**src/rtl/uart_frame_pkg.sv**
```systemverilog
// Shared types for the UART frame controller: FSM states, error codes and the
// default SYNC marker. The S_CHK state exists only when UART_FRAME_CHKSUM_EN
// is defined.
package uart_frame_pkg;

  localparam logic [7:0] SYNC_BYTE_DEFAULT = 8'hA5;

  typedef enum logic [2:0] {
    S_IDLE    = 3'd0,
    S_DEST    = 3'd1,
    S_LEN     = 3'd2,
    S_PAYLOAD = 3'd3
`ifdef UART_FRAME_CHKSUM_EN
    , S_CHK   = 3'd4
`endif
  } state_t;

  typedef enum logic [1:0] {
    ERR_BAD_CHK  = 2'd0,
    ERR_BAD_DEST = 2'd1,
    ERR_BAD_LEN  = 2'd2,
    ERR_TIMEOUT  = 2'd3
  } err_code_t;

endpackage

```
**src/rtl/uart_rx_frame_ctrl_if.sv**
```systemverilog
// Byte-stream and payload bundle of the UART frame controller.
//   rx_data/rx_valid                 : received bytes from the UART receiver
//   pl_data/pl_valid/pl_dest/pl_last : payload stream to the consumers
//   frame_ok/frame_err/err_code      : frame completion status
//   busy                             : controller is inside a frame
// slave = the frame controller, master = the receiver/consumer side.
interface uart_rx_frame_ctrl_if
  import uart_frame_pkg::*;
#(
  parameter int unsigned DEST_W = 2
);
  logic [7:0]        rx_data;
  logic              rx_valid;
  logic [7:0]        pl_data;
  logic              pl_valid;
  logic [DEST_W-1:0] pl_dest;
  logic              pl_last;
  logic              frame_ok;
  logic              frame_err;
  err_code_t         err_code;
  logic              busy;

  modport master (
    output rx_data, rx_valid,
    input  pl_data, pl_valid, pl_dest, pl_last, frame_ok, frame_err, err_code, busy
  );

  modport slave (
    input  rx_data, rx_valid,
    output pl_data, pl_valid, pl_dest, pl_last, frame_ok, frame_err, err_code, busy
  );
endinterface

```
**src/rtl/uart_timeout_timer.sv**
```systemverilog
// Inter-byte timeout timer.
//   clk, rst : clock, synchronous active-high reset
//   run      : count while high, clear while low
//   kick     : clear the count (a byte arrived)
//   expired  : same-cycle pulse in the cycle the count sits at CYCLES-1;
//              suppressed by kick so an arriving byte always wins
module uart_timeout_timer #(
  parameter int unsigned CYCLES = 100_000
) (
  input  logic clk,
  input  logic rst,
  input  logic run,
  input  logic kick,
  output logic expired
);
  localparam int unsigned CNT_W = (CYCLES > 2) ? $clog2(CYCLES) : 1;

  logic [CNT_W-1:0] cnt_q;
  logic             at_limit;

  assign at_limit = (cnt_q == CNT_W'(CYCLES - 1));
  assign expired  = run && !kick && at_limit;

  // Saturating count; cleared on reset, on every byte and while idle.
  always_ff @(posedge clk) begin
    if (rst || kick || !run) begin
      cnt_q <= '0;
    end else if (!at_limit) begin
      cnt_q <= cnt_q + CNT_W'(1);
    end
  end
endmodule

```
**src/rtl/uart_rx_frame_ctrl.sv**
```systemverilog
// UART frame controller: hunts SYNC, decodes DEST/LEN, streams LEN payload
// bytes to destination DEST and reports frame_ok / frame_err (+err_code).
// Optional trailing XOR checksum byte enabled by macro UART_FRAME_CHKSUM_EN.
// Ports:
//   clk, rst : clock, synchronous active-high reset
//   bus      : uart_rx_frame_ctrl_if.slave (rx byte stream in, payload/status out)
// All bus outputs are registered, one clk after the causing rx_valid.
module uart_rx_frame_ctrl
  import uart_frame_pkg::*;
#(
  parameter int unsigned CLK_FREQUENCY_HZ = 50_000_000,
  parameter logic [7:0]  SYNC_BYTE        = SYNC_BYTE_DEFAULT,
  parameter int unsigned NUM_DEST         = 4,
  parameter int unsigned MAX_LEN          = 16,
  parameter int unsigned TIMEOUT_CYCLES   = 100_000
) (
  input logic                clk,
  input logic                rst,
  uart_rx_frame_ctrl_if.slave bus
);
  localparam int unsigned DEST_W = $clog2(NUM_DEST);
  localparam int unsigned CNT_W  = $clog2(MAX_LEN + 1);

  // Reject configurations the datapath widths cannot represent.
  if (CLK_FREQUENCY_HZ == 0 || NUM_DEST < 2 || NUM_DEST > 256 ||
      MAX_LEN < 1 || MAX_LEN > 255 || TIMEOUT_CYCLES < 2) begin : g_bad_cfg
    $error("uart_rx_frame_ctrl: unsupported parameter set");
  end

  state_t            state_q, state_d;
  logic [DEST_W-1:0] dest_q, dest_d;
  logic [CNT_W-1:0]  len_q, len_d;
  logic [CNT_W-1:0]  cnt_q, cnt_d;
  logic [7:0]        pl_data_q, pl_data_d;
  logic              pl_valid_q, pl_valid_d;
  logic              pl_last_q, pl_last_d;
  logic              ok_q, ok_d;
  logic              err_q, err_d;
  err_code_t         code_q, code_d;
  logic              busy_q;
  logic              tmo_expired;
`ifdef UART_FRAME_CHKSUM_EN
  logic [7:0]        chk_q, chk_d;
`endif

  uart_timeout_timer #(.CYCLES(TIMEOUT_CYCLES)) u_timer (
    .clk     (clk),
    .rst     (rst),
    .run     (state_q != S_IDLE),
    .kick    (bus.rx_valid),
    .expired (tmo_expired)
  );

  // Next-state and next-output logic.
  always_comb begin
    state_d    = state_q;
    dest_d     = dest_q;
    len_d      = len_q;
    cnt_d      = cnt_q;
    pl_data_d  = pl_data_q;
    pl_valid_d = 1'b0;
    pl_last_d  = 1'b0;
    ok_d       = 1'b0;
    err_d      = 1'b0;
    code_d     = code_q;
`ifdef UART_FRAME_CHKSUM_EN
    chk_d      = chk_q;
`endif
    if (bus.rx_valid) begin
      unique case (state_q)
        S_IDLE: begin
          if (bus.rx_data == SYNC_BYTE) begin
            state_d = S_DEST;
            cnt_d   = '0;
`ifdef UART_FRAME_CHKSUM_EN
            chk_d   = 8'h00;
`endif
          end
        end
        S_DEST: begin
          if (32'(bus.rx_data) < NUM_DEST) begin
            dest_d  = DEST_W'(bus.rx_data);
            state_d = S_LEN;
`ifdef UART_FRAME_CHKSUM_EN
            chk_d   = chk_q ^ bus.rx_data;
`endif
          end else begin
            err_d   = 1'b1;
            code_d  = ERR_BAD_DEST;
            state_d = S_IDLE;
          end
        end
        S_LEN: begin
          if (bus.rx_data != 8'h00 && 32'(bus.rx_data) <= MAX_LEN) begin
            len_d   = CNT_W'(bus.rx_data);
            state_d = S_PAYLOAD;
`ifdef UART_FRAME_CHKSUM_EN
            chk_d   = chk_q ^ bus.rx_data;
`endif
          end else begin
            err_d   = 1'b1;
            code_d  = ERR_BAD_LEN;
            state_d = S_IDLE;
          end
        end
        S_PAYLOAD: begin
          pl_valid_d = 1'b1;
          pl_data_d  = bus.rx_data;
          cnt_d      = cnt_q + CNT_W'(1);
`ifdef UART_FRAME_CHKSUM_EN
          chk_d      = chk_q ^ bus.rx_data;
`endif
          if (cnt_q + CNT_W'(1) == len_q) begin
            pl_last_d = 1'b1;
`ifdef UART_FRAME_CHKSUM_EN
            state_d   = S_CHK;
`else
            ok_d      = 1'b1;
            state_d   = S_IDLE;
`endif
          end
        end
`ifdef UART_FRAME_CHKSUM_EN
        S_CHK: begin
          if (bus.rx_data == chk_q) begin
            ok_d   = 1'b1;
          end else begin
            err_d  = 1'b1;
            code_d = ERR_BAD_CHK;
          end
          state_d = S_IDLE;
        end
`endif
        default: state_d = S_IDLE;
      endcase
    end
    // Timer never expires in a cycle carrying a byte, so this cannot collide.
    if (tmo_expired) begin
      err_d   = 1'b1;
      code_d  = ERR_TIMEOUT;
      state_d = S_IDLE;
    end
  end

  // State and output registers.
  always_ff @(posedge clk) begin
    if (rst) begin
      state_q    <= S_IDLE;
      dest_q     <= '0;
      len_q      <= '0;
      cnt_q      <= '0;
      pl_data_q  <= 8'h00;
      pl_valid_q <= 1'b0;
      pl_last_q  <= 1'b0;
      ok_q       <= 1'b0;
      err_q      <= 1'b0;
      code_q     <= ERR_BAD_CHK;
      busy_q     <= 1'b0;
`ifdef UART_FRAME_CHKSUM_EN
      chk_q      <= 8'h00;
`endif
    end else begin
      state_q    <= state_d;
      dest_q     <= dest_d;
      len_q      <= len_d;
      cnt_q      <= cnt_d;
      pl_data_q  <= pl_data_d;
      pl_valid_q <= pl_valid_d;
      pl_last_q  <= pl_last_d;
      ok_q       <= ok_d;
      err_q      <= err_d;
      code_q     <= code_d;
      busy_q     <= (state_d != S_IDLE);
`ifdef UART_FRAME_CHKSUM_EN
      chk_q      <= chk_d;
`endif
    end
  end

  assign bus.pl_data   = pl_data_q;
  assign bus.pl_valid  = pl_valid_q;
  assign bus.pl_dest   = dest_q;
  assign bus.pl_last   = pl_last_q;
  assign bus.frame_ok  = ok_q;
  assign bus.frame_err = err_q;
  assign bus.err_code  = code_q;
  assign bus.busy      = busy_q;
endmodule
```
**src/flat_wrapper.sv**
```systemverilog
// flat-port wrapper written by rule: the top's interface ports become plain ports
module uart_rx_frame_ctrl_flat import uart_frame_pkg::*;
#(
  parameter int unsigned CLK_FREQUENCY_HZ = 50_000_000,
  parameter logic [7:0]  SYNC_BYTE        = SYNC_BYTE_DEFAULT,
  parameter int unsigned NUM_DEST         = 4,
  parameter int unsigned MAX_LEN          = 16,
  parameter int unsigned TIMEOUT_CYCLES   = 100_000
)
  (clk, rst, bus_rx_data, bus_rx_valid, bus_pl_data, bus_pl_valid, bus_pl_dest, bus_pl_last, bus_frame_ok, bus_frame_err, bus_err_code, bus_busy);
  uart_rx_frame_ctrl_if bus_i ();
  input logic clk;
  input logic rst;
  input wire logic [$bits(bus_i.rx_data)-1:0] bus_rx_data;
  input wire logic [$bits(bus_i.rx_valid)-1:0] bus_rx_valid;
  output wire logic [$bits(bus_i.pl_data)-1:0] bus_pl_data;
  output wire logic [$bits(bus_i.pl_valid)-1:0] bus_pl_valid;
  output wire logic [$bits(bus_i.pl_dest)-1:0] bus_pl_dest;
  output wire logic [$bits(bus_i.pl_last)-1:0] bus_pl_last;
  output wire logic [$bits(bus_i.frame_ok)-1:0] bus_frame_ok;
  output wire logic [$bits(bus_i.frame_err)-1:0] bus_frame_err;
  output wire logic [$bits(bus_i.err_code)-1:0] bus_err_code;
  output wire logic [$bits(bus_i.busy)-1:0] bus_busy;
  assign bus_i.rx_data = bus_rx_data;
  assign bus_i.rx_valid = bus_rx_valid;
  assign bus_pl_data = bus_i.pl_data;
  assign bus_pl_valid = bus_i.pl_valid;
  assign bus_pl_dest = bus_i.pl_dest;
  assign bus_pl_last = bus_i.pl_last;
  assign bus_frame_ok = bus_i.frame_ok;
  assign bus_frame_err = bus_i.frame_err;
  assign bus_err_code = bus_i.err_code;
  assign bus_busy = bus_i.busy;
  uart_rx_frame_ctrl #(.CLK_FREQUENCY_HZ(CLK_FREQUENCY_HZ), .SYNC_BYTE(SYNC_BYTE), .NUM_DEST(NUM_DEST), .MAX_LEN(MAX_LEN), .TIMEOUT_CYCLES(TIMEOUT_CYCLES)) u_core (.clk(clk), .rst(rst), .bus(bus_i));
endmodule
```
**config.mk**
```make
export PLATFORM = sky130hd
export DESIGN_NAME = uart_rx_frame_ctrl_flat
export DESIGN_NICKNAME = d
export VERILOG_FILES = /design/src/rtl/uart_frame_pkg.sv /design/src/rtl/uart_rx_frame_ctrl_if.sv /design/src/rtl/uart_timeout_timer.sv /design/src/rtl/uart_rx_frame_ctrl.sv /design/src/flat_wrapper.sv
export SDC_FILE = /design/constraint.sdc
export NUM_CORES = 1
export LEC_CHECK = 0
export ABC_AREA = 0
export CAP_MARGIN = 20
export CORE_MARGIN = 2
export CORE_UTILIZATION = 58
export DETAILED_ROUTE_END_ITERATION = 6
export MAX_ROUTING_LAYER = met4
export PLACE_DENSITY = 0.89
export SYNTH_ARGS = -nofsm -noshare
export SYNTH_HDL_FRONTEND = slang
export SYNTH_SLANG_ARGS = --single-unit
```
**constraint.sdc**
```tcl
create_clock -name clk -period 4 [get_ports clk]
set_clock_uncertainty 0.2 [all_clocks]
set_input_delay 0.8 -clock clk [delete_from_list [all_inputs] [get_ports clk]]
set_output_delay 0.8 -clock clk [all_outputs]
set_load 0.02 [all_outputs]
```
==> metrics <==
status=finished clean; Peak VDD IR=204 uV; Max Fanout on Critical Path=6; PD cells=293 nW/um^2; Cell Rows=21; Max Freq=0.357 GHz; grt ovf=0; Worst path depth=7; slowest stage cell, crit path=clkdlybuf4s50_1; root buf cell=clkbuf_4; Tcrit/Tclk final=0.701; Final Slew Violations=0; DRC=0; Worst R2R Setup Slack=1710 ps; first-pass GRT wire length=approximately 7200 um; # H-tree levels=2; fin cells=312; # hold bufs at CTS=0; RSZ-0062 raised after global routing=false; Hold WS=approximately 270 ps; delay-heaviest family, CP=simple AND/OR/NAND/NOR gates; crit path capture=u_core.len_q[3]; final hold vios=0; Switching Share=0.229; sequential element share of the synthesized area=0.440; Critical Path Source Type=input pin; Critical Path Sink Type=register; Reg2Reg Depth=7; placed cell count=303; Final ANT Viol Nets=0; GRT Util Overall=0.229; Post-Synthesis Cell Area=2090 um^2; drt first pass iters=4; max incr delay on CP=approximately 530 ps; Mapped Cells=between 200 and 250; vias=1741; largest net degree at the start of global routing=25; # IOs=28; routability-driven placement congestion ratio=just over 0.8; number of global-route vias before repair=~1600; Synth Net Count=251; library cells used by synthesis=43; Int Pwr=0.556 mW; Reg-to-Reg Start=u_core.u_timer.cnt_q[0]; design area=around 2500 um^2; CTS resizes=0; Required @ worst endpoint=4060 ps; clk_lat worst skew=380 ps; final wirelength=4240 um; reg-to-reg endpoint=u_core.u_timer.cnt_q[13]; number of max-cap violations=0; detailed placement HPWL=3030 um; Gate power share=0.039; Core Region=3390 um^2; most frequent cells in the layout=dfxtp_1, nand2_1, nor2_1; YS warnings=0; Setup WS pre-CTS=about 870 ps; register bit total from synthesis=46; Tightest Hold Check Type=reg -> reg; initial antenna violation count=0; WL per Instance=13.6 um; clock power share=0.325; final worst path period need=2800 ps; Area after DPL=2390 um^2; CTS tree=yes; Antenna diodes=0; Total Neg Setup Slack=0 ps; Critical Path AT=2870 ps; post-route setup slack=1200 ps; TritonCTS buffer count=5; Die X=between 60 and 70 um; Clock Pin Slew Worst Setup and Hold Paths=130 ps; setup repair bufs after CTS=0; vias per cell=5.58; Syn Area/Cell=8.80 um^2; die area=a little over 4000 um^2; Nets=278; most common cell after layout, fill and taps aside=dfxtp_1; P&R area growth vs syn=17.6%; crit path launch=bus_rx_data[0]; Slew @ Worst Pin=608 ps; NetSw=approximately 0.17 mW; P_leak=0.875 nW; Slew headroom=0.593; Final setup viols=0; CP Buf/Inv Count=1; sequential share of power=0.636; Initial Util=0.618; Bufs on Longest Clock Path=2; layout cells sized above 1=0.0752; clk sink count=46; Die Ht=64.1 um; worst-path cell chain=clkdlybuf4s50_1, nor4_1, xor2_1, nor4_2, nand2_2, mux2i_1, nor2_1; IO buf count=27; 1st-iter DRT viols=96; WS Path Type=in -> reg
worst reg2reg max path, stage by stage (launching register included):
cell and delay, ps:
dfxtp_1 370, ha_1 250, and3_1 200, and3_1 240, a2111oi_2 590, nand2_1 120, xor2_1 170, nor2_1 50
layout make-up:
class                           instances  area, um^2
Inverter                                3        11.3
Clock buffer                            6        51.3
Tap cell                               46        57.6
Multi-Input combinational cell        180        1120
Sequential cell                        46         921
Clock inverter                          2        12.5
Fill cell                             257         927
Timing Repair Buffer                   29         285
cell families (layout without fill, tap and decap cells):
kind of cell,Yosys count,after routing,share of synthesized area
and+or+nand+nor,112,112,0.274
DFF,46,46,0.440
AOI/OAI and AO/OA,35,35,0.118
xor gates and xnor gates,25,25,0.105
buffers and inverters,12,40,0.0239
muxes,6,6,0.0287
adders and majority gates,2,2,0.0119
worst min path at each step:
stage / depth (start not counted) / start / slack [ps] / endpoint
after floorplan: 2 / u_core.cnt_q[4] / 260 / u_core.cnt_q[4]
after global placement: 2 / u_core.bus.pl_data[3] / 240 / u_core.bus.pl_data[3]
after detailed placement: 2 / u_core.bus.pl_data[3] / 250 / u_core.bus.pl_data[3]
after CTS: 2 / u_core.bus.pl_data[3] / 270 / u_core.bus.pl_data[3]
after global routing: 2 / u_core.bus.pl_data[1] / 300 / u_core.bus.pl_data[1]
final: 2 / u_core.bus.pl_data[2] / 270 / u_core.bus.pl_data[2]
metrics by stage:
stage          power [mW]  utilization
5_1_grt             0.743        0.726
2_1_floorplan       0.479            -
3_5_place_dp        0.496        0.705
4_1_cts             0.726        0.724
3_3_place_gp        0.495        0.705
6_report            0.721        0.726
metal layers:
| layer | global-route usage | part of all wire | vias to the layer above |
|---|---|---|---|
| li1 | - | - | 880 |
| met1 | 0.287 | 0.48 | 806 |
| met2 | 0.350 | 0.46 | 48 |
| met3 | 0.0599 | 0.051 | 7 |
| met4 | 0.101 | 0.016 | 0 |
| met5 | - | 0 | - |
power groups by stage:
stage | clock (mW) | sequential [mW] | combinational, mW
2_1_floorplan | 0 | 0.468 | 0.0104
3_3_place_gp | 0 | 0.468 | 0.0271
3_5_place_dp | 0 | 0.468 | 0.0272
4_1_cts | 0.240 | 0.458 | 0.0274
5_1_grt | 0.255 | 0.458 | 0.0295
6_report | 0.235 | 0.458 | 0.0279
cells in the mapped netlist, drive strengths merged:
cell type | count | area, um^2
and4 | 3 | 26.3
nor2b | 1 | 6.26
inv | 3 | 11.3
a21o | 1 | 7.51
clkbuf | 7 | 26.3
o31ai | 1 | 7.51
xnor2 | 9 | 78.8
xor2 | 16 | 140
a31o | 1 | 8.76
a21oi | 15 | 75.1
or2 | 1 | 6.26
and3b | 1 | 8.76
nor4bb | 1 | 10.0
nor2 | 30 | 113
a211oi | 3 | 22.5
o21ai | 6 | 30.0
mux2i | 6 | 60.1
or3 | 4 | 25.0
and3 | 5 | 31.3
a311o | 1 | 10.0
a31oi | 3 | 33.8
dfxtp | 46 | 921
a21boi | 1 | 18.8
nor4 | 4 | 52.6
a2111oi | 1 | 15.0
or4 | 1 | 11.3
nand4 | 5 | 31.3
nor3 | 2 | 10.0
and2 | 3 | 18.8
buf | 2 | 12.5
ha | 2 | 25.0
nand2 | 37 | 146
a22o | 1 | 8.76
nand3 | 10 | 50.1
nor3b | 1 | 7.51
o2111ai | 1 | 8.76
nand2b | 3 | 18.8
state kept, by name, summed over array words and instances, names as in the netlist:
name,cells
u_core.bus.pl_last,1
u_core.bus.busy,1
u_core.state_q,3
u_core.len_q,5
u_core.u_timer.cnt_q,17
u_core.bus.pl_valid,1
u_core.bus.frame_err,1
u_core.bus.err_code,2
u_core.bus.pl_data,8
u_core.bus.pl_dest,2
u_core.cnt_q,5
Power figures use the tool's default switching activity.
